==> src/rtl/lmsm_sequencer_pkg.sv <==
// Shared constants for the LM/SM fetch-stage expander: opcodes, IR field
// positions and the sequencer state encoding.
package lmsm_sequencer_pkg;

    localparam logic [3:0] OP_LW = 4'b0100;
    localparam logic [3:0] OP_SW = 4'b0101;
    localparam logic [3:0] OP_LM = 4'b0110;
    localparam logic [3:0] OP_SM = 4'b0111;

    // LSB positions of the instruction fields; ir[8] sits between base and mask unused.
    localparam int OPC_LSB  = 12;
    localparam int BASE_LSB = 9;
    localparam int MASK_LSB = 0;

    typedef enum logic {
        IDLE   = 1'b0,
        EXPAND = 1'b1
    } state_t;

endpackage

==> src/rtl/lmsm_prio_enc.sv <==
// Lowest-set-bit priority encoder for the 8-bit LM/SM register mask.
module lmsm_prio_enc (
    input  logic [7:0] mask_i,
    output logic [2:0] idx_o,
    output logic       valid_o,
    output logic       one_hot_only_o
);

    logic found;

    // NOTE: every output of a combinational block gets a default first so no path can infer a latch.
    always_comb begin
        idx_o = 3'd0;
        found = 1'b0;
        for (int i = 0; i < 8; i++) begin
            if (mask_i[i] && !found) begin
                idx_o = 3'(i);
                found = 1'b1;
            end
        end
    end

    assign valid_o        = |mask_i;
    // Clearing the lowest set bit leaves zero only when exactly one bit was set.
    assign one_hot_only_o = valid_o && ((mask_i & (mask_i - 8'd1)) == 8'd0);

endmodule

==> src/rtl/lmsm_sequencer.sv <==
// LM/SM expander: substitutes one LW/SW micro-op per set mask bit into the
// fetch-stage IR. Optional micro-op counter enabled by LMSM_PERF_CNT_EN.
module lmsm_sequencer
    import lmsm_sequencer_pkg::*;
#(
    parameter int W      = 16,
    parameter int MASK_W = 8,
    parameter int OFF_W  = 6
) (
    input  logic         clk,
    input  logic         reset,
    input  logic [W-1:0] ir_in,
    input  logic         ir_valid,
    input  logic         stall,
    input  logic         flush,
    output logic [W-1:0] new_ir_multi,
    output logic         ir_load_mux,
    output logic         pc_write,
    output logic         busy,
    output logic [15:0]  perf_cnt
);

    state_t            state_q, state_d;
    logic [MASK_W-1:0] rem_mask_q, rem_mask_d;
    logic [2:0]        cnt_q, cnt_d;
    logic [3:0]        op_q, op_d;
    logic [2:0]        base_q, base_d;

    logic [3:0]        ir_opc;
    logic [2:0]        ir_base;
    logic [MASK_W-1:0] ir_mask;
    logic [3:0]        ir_uop;
    logic              trigger;
    logic              unused_ir_bit;

    logic [MASK_W-1:0] enc_mask;
    logic [2:0]        enc_idx;
    logic              enc_valid;
    logic              enc_one_hot;

    assign ir_opc        = ir_in[OPC_LSB +: 4];
    assign ir_base       = ir_in[BASE_LSB +: 3];
    assign ir_mask       = ir_in[MASK_LSB +: MASK_W];
    assign unused_ir_bit = ir_in[8];
    assign ir_uop        = (ir_opc == OP_SM) ? OP_SW : OP_LW;
    assign trigger       = ir_valid && (ir_opc == OP_LM || ir_opc == OP_SM) && (ir_mask != '0);

    // One encoder serves both states: the fresh IR mask in IDLE, the remainder in EXPAND.
    assign enc_mask = (state_q == EXPAND) ? rem_mask_q : ir_mask;

    lmsm_prio_enc u_prio_enc (
        .mask_i         (enc_mask),
        .idx_o          (enc_idx),
        .valid_o        (enc_valid),
        .one_hot_only_o (enc_one_hot)
    );

    always_comb begin
        state_d      = state_q;
        rem_mask_d   = rem_mask_q;
        cnt_d        = cnt_q;
        op_d         = op_q;
        base_d       = base_q;
        new_ir_multi = '0;
        ir_load_mux  = 1'b0;
        pc_write     = 1'b1;
        busy         = 1'b0;

        if (flush) begin
            state_d    = IDLE;
            rem_mask_d = '0;
            cnt_d      = 3'd0;
        end else begin
            unique case (state_q)
                IDLE: begin
                    if (trigger && enc_valid) begin
                        ir_load_mux  = 1'b1;
                        new_ir_multi = W'({ir_uop, enc_idx, ir_base, OFF_W'(3'd0)});
                        if (!enc_one_hot) begin
                            pc_write = 1'b0;
                            if (!stall) begin
                                state_d    = EXPAND;
                                rem_mask_d = ir_mask & (ir_mask - MASK_W'(1));
                                cnt_d      = 3'd1;
                                op_d       = ir_uop;
                                base_d     = ir_base;
                            end
                        end
                    end
                end
                EXPAND: begin
                    ir_load_mux  = 1'b1;
                    busy         = 1'b1;
                    new_ir_multi = W'({op_q, enc_idx, base_q, OFF_W'(cnt_q)});
                    if (enc_one_hot) begin
                        if (!stall) begin
                            state_d    = IDLE;
                            rem_mask_d = '0;
                            cnt_d      = 3'd0;
                        end
                    end else begin
                        pc_write = 1'b0;
                        if (!stall) begin
                            rem_mask_d = rem_mask_q & (rem_mask_q - MASK_W'(1));
                            cnt_d      = 3'(cnt_q + 3'd1);
                        end
                    end
                end
                default: state_d = IDLE;
            endcase
            // A frozen fetch stage must not advance the PC, whatever the sequencer wants.
            if (stall) pc_write = 1'b0;
        end
    end

    // NOTE: sequential state uses non-blocking assignments so every flop samples pre-edge values.
    always_ff @(posedge clk or posedge reset) begin
        if (reset) begin
            state_q    <= IDLE;
            rem_mask_q <= '0;
            cnt_q      <= 3'd0;
            op_q       <= 4'd0;
            base_q     <= 3'd0;
        end else begin
            state_q    <= state_d;
            rem_mask_q <= rem_mask_d;
            cnt_q      <= cnt_d;
            op_q       <= op_d;
            base_q     <= base_d;
        end
    end

`ifdef LMSM_PERF_CNT_EN
    logic [15:0] perf_q, perf_d;

    always_comb begin
        perf_d = perf_q;
        if (ir_load_mux && !stall && !flush && perf_q != 16'hFFFF) perf_d = perf_q + 16'd1;
    end

    always_ff @(posedge clk or posedge reset) begin
        if (reset) perf_q <= 16'd0;
        else       perf_q <= perf_d;
    end

    assign perf_cnt = perf_q;
`else
    assign perf_cnt = 16'd0;
`endif

endmodule
==> config.mk <==
export PLATFORM = sky130hd
export DESIGN_NAME = lmsm_sequencer
export DESIGN_NICKNAME = d
export VERILOG_FILES = /design/src/rtl/lmsm_sequencer_pkg.sv /design/src/rtl/lmsm_prio_enc.sv /design/src/rtl/lmsm_sequencer.sv
export SDC_FILE = /design/constraint.sdc
export NUM_CORES = 1
export LEC_CHECK = 0
export CORE_MARGIN = 1.5
export CORE_UTILIZATION = 42
export DETAILED_ROUTE_END_ITERATION = 8
export GPL_TIMING_DRIVEN = 0
export HOLD_SLACK_MARGIN = 0.02
export PLACE_DENSITY_LB_ADDON = 0.05
export SLEW_MARGIN = 10
export SYNTH_ARGS = -nofsm -noshare
export SYNTH_HDL_FRONTEND = slang
export SYNTH_HIERARCHICAL = 1
export SYNTH_SLANG_ARGS = --single-unit
==> constraint.sdc <==
create_clock -name clk -period 6.1 [get_ports clk]
set_input_delay 0.915 -clock clk [delete_from_list [all_inputs] [get_ports clk]]
set_output_delay 0.915 -clock clk [all_outputs]
set_load 0.1 [all_outputs]
==> run metrics <==
status completed; hold buffer count at CTS 0; initial antenna violation count 0; CTS Buf Count 3; internal power 189 uW; FMAX 0.183 GHz; routed vias 1372; area of the die 3800 sq um; antenna-violating nets left 0; GPL Wtd Cong 0.836; Clock Skew 0.00513 ns; Crit Reg-Reg Startpoint state_q$_DFF_PP0_; worst hold path stage count 1; Seq cells post-synth 16; Max clock buf depth 2; setup_tns 0 ns; setup bufs post-CTS 0; # rows 21; total gr overflow 0; # clock sinks 16; RSZ-0062 raised after global routing no; crit end category output pin; area leader, netlist dfrtp_1; min-delay worst type register to register; DRC 0; port bufs 31; largest net degree at the start of global routing 17; register area share after synthesis 0.277; Power Dens Cells 168 nW/um^2; core area 3310 sq um; final hold vios 0; WL final 3660 microns; Sw Share 0.415; first-pass GRT wire length 6210 microns; hold slack final 0.500 ns; io pins 56; Critical Path Fanout Max 7; final max-slew violation count 0; FF+latch area 400 sq um; post-cts resize count 0; Finished Layout Cells 273; die height 61.6 microns; Post-synth ARST share 1.00; critical path data arrival time 4.56 ns; area of the multi-input gates 881 sq um; Horiz. Die Dim 61.6 microns; Avg Cell Area, Syn 8.39 sq um; DR WL/cell 13.4 microns; Clock Latency Late Sink 0.29 ns; end of the worst register-to-register path rem_mask_q[4]$_DFFE_PP0P_; Tightest Pin Transition 0.974 ns; Post-Syn Area 1440 sq um; Worst Reg-to-Reg Cells 12; Worst Hold Path EP op_q[2]$_DFFE_PP0P_; Initial Utilization 0.436; leakage 0.000847 uW; routed vias/inst 5.03; critical path class input port to output pin; MaxCap Viol Count 0; Final nets 250; Max-slew headroom 0.349; power share of the clock group 0.220; Final Power 323 uW; Reg clk slew, reported paths 0.10 ns; Reg power frac 0.364; Psw 134 uW; GRT Total Usage 0.216; H-tree Lvls 1; placed instance count 269; 1st-iter DRT viols 71; CTS tree yes; endpoints failing setup 0; Final Cycle Share 0.898; top post-synthesis cells by area dfrtp_1 28%, buf_4 11%, mux2_2 5.5%; share of post-route cells with drive strength above 1 0.181; r2r setup slk 2.28 ns; Synth top area share 0.277; Detailed Routing Iterations Pass 1 4; vias in the first global route 1352; Cells after Synth 172; Comb pwr share 0.415; Clk Tree Root Cell clkbuf_4; synth warn 6; Post-synth EDFFs 0; Max VDD drop 0.0000717 V; Primary FF master, synth dfrtp_1; fill count 338; Req. time, crit path 5.18 ns; n_diodes 0; Final HPWL DP 2970 microns; crit path launch type input port; Worst Hold Launch op_q[2]$_DFFE_PP0P_; distinct cell type count of the synthesized netlist 48; synth-to-layout area growth 33.2%; Final min period 5.48 ns
cell families after synthesis:
group / Yosys count / synth area share
multiplexers: 11 / 0.0962
adder cells (fa/ha/maj): 2 / 0.0156
other: 1 / 0.00260
AND/OR/NAND/NOR: 59 / 0.239
AO/OA/AOI/OAI: 40 / 0.198
flip-flops: 16 / 0.277
buffers and inverters: 42 / 0.165
XOR/XNOR: 1 / 0.00607
power groups by stage:
stage | clock network [uW] | logic [uW] | registers (uW)
3_3_place_gp | 0 | 132 | 119
3_5_place_dp | 0 | 134 | 119
6_report | 71.1 | 134 | 118
4_1_cts | 73.9 | 134 | 118
5_1_grt | 77.1 | 143 | 118
2_1_floorplan | 0 | 111 | 118
cells in the final DEF, fill, tap and decap left out, types with 3 or more instances in the layout:
| cell type | count |
|---|---|
| clkdlybuf4s50_1 | 31 |
| buf_4 | 21 |
| conb_1 | 21 |
| dfrtp_1 | 16 |
| nor2_1 | 14 |
| inv_1 | 13 |
| a21oi_1 | 9 |
| clkbuf_1 | 7 |
| nor3_1 | 7 |
| mux2_2 | 7 |
| and2_1 | 6 |
| nand2b_1 | 5 |
| nor4_1 | 5 |
| nand2_1 | 5 |
| o21ai_0 | 4 |
| o32ai_1 | 4 |
| a22o_1 | 4 |
| mux2_4 | 4 |
| nand3_1 | 3 |
| clkbuf_4 | 3 |
cell type report:
cell class	count	area share
clock buffer	4	0.0189
tap	46	0.0299
inverter	13	0.0254
sequential	16	0.208
timing repair buffer	31	0.161
multi-input combinational	134	0.458
buffer	29	0.0982
worst max-delay path by stage:
stage / start / end / slack, ns / cells past startpoint
detailed placement: ir_in[1] / new_ir_multi[12] / 0.66 / 10
global route: ir_in[1] / new_ir_multi[12] / 0.43 / 10
floorplan: ir_in[1] / new_ir_multi[10] / 0.77 / 8
CTS: ir_in[1] / new_ir_multi[12] / 0.65 / 10
finish: ir_in[1] / new_ir_multi[12] / 0.62 / 10
global placement: ir_in[1] / new_ir_multi[8] / 0.68 / 10
per-layer routing:
layer  vias to the layer above  track usage  wire [microns]
met1                       645        0.271            1630
met2                        35        0.388            1880
met5                         -            0               0
met3                         2       0.0147             123
li1                        690            -               -
met4                         0       0.0729              21
Yosys cell counts (all sizes together), types with 2 or more instances:
| library cell | number |
|---|---|
| mux2 | 11 |
| nand2 | 5 |
| or3 | 2 |
| nor3 | 7 |
| o21ai | 4 |
| inv | 13 |
| nor4 | 6 |
| nor2 | 14 |
| o32ai | 4 |
| a22oi | 2 |
| o211ai | 2 |
| dfrtp | 16 |
| buf | 22 |
| a22o | 4 |
| and2 | 6 |
| nand3 | 3 |
| a31oi | 2 |
| a21oi | 9 |
| or4 | 2 |
| o21bai | 2 |
| a211o | 2 |
| clkbuf | 7 |
| nand2b | 5 |
| o31ai | 2 |
worst max-delay path, cell delays in order:
cell	delay, ns
clkdlybuf4s50_1	0.54
inv_1	0.07
o21ai_0	0.54
nor4_4	0.12
nand2_1	0.11
nand2_1	0.06
a211o_1	0.33
nor3_1	0.52
a22o_1	0.23
clkdlybuf4s50_1	1.13
flip-flops by register name, indices dropped and copies added (netlist names):
register	count
rem_mask_q	7
base_q	3
cnt_q	3
op_q	2
state_q	1
stage by stage:
step	util	area [sq um]	worst slack [ns]
6_report	0.581	1920	0.623
4_1_cts	0.581	1920	0.649
5_1_grt	0.581	1920	0.427
3_3_place_gp	0.570	1890	0.684
2_1_floorplan	-	1520	0.770
3_5_place_dp	0.570	1890	0.656
No activity file was read; power rests on OpenSTA's default activity.
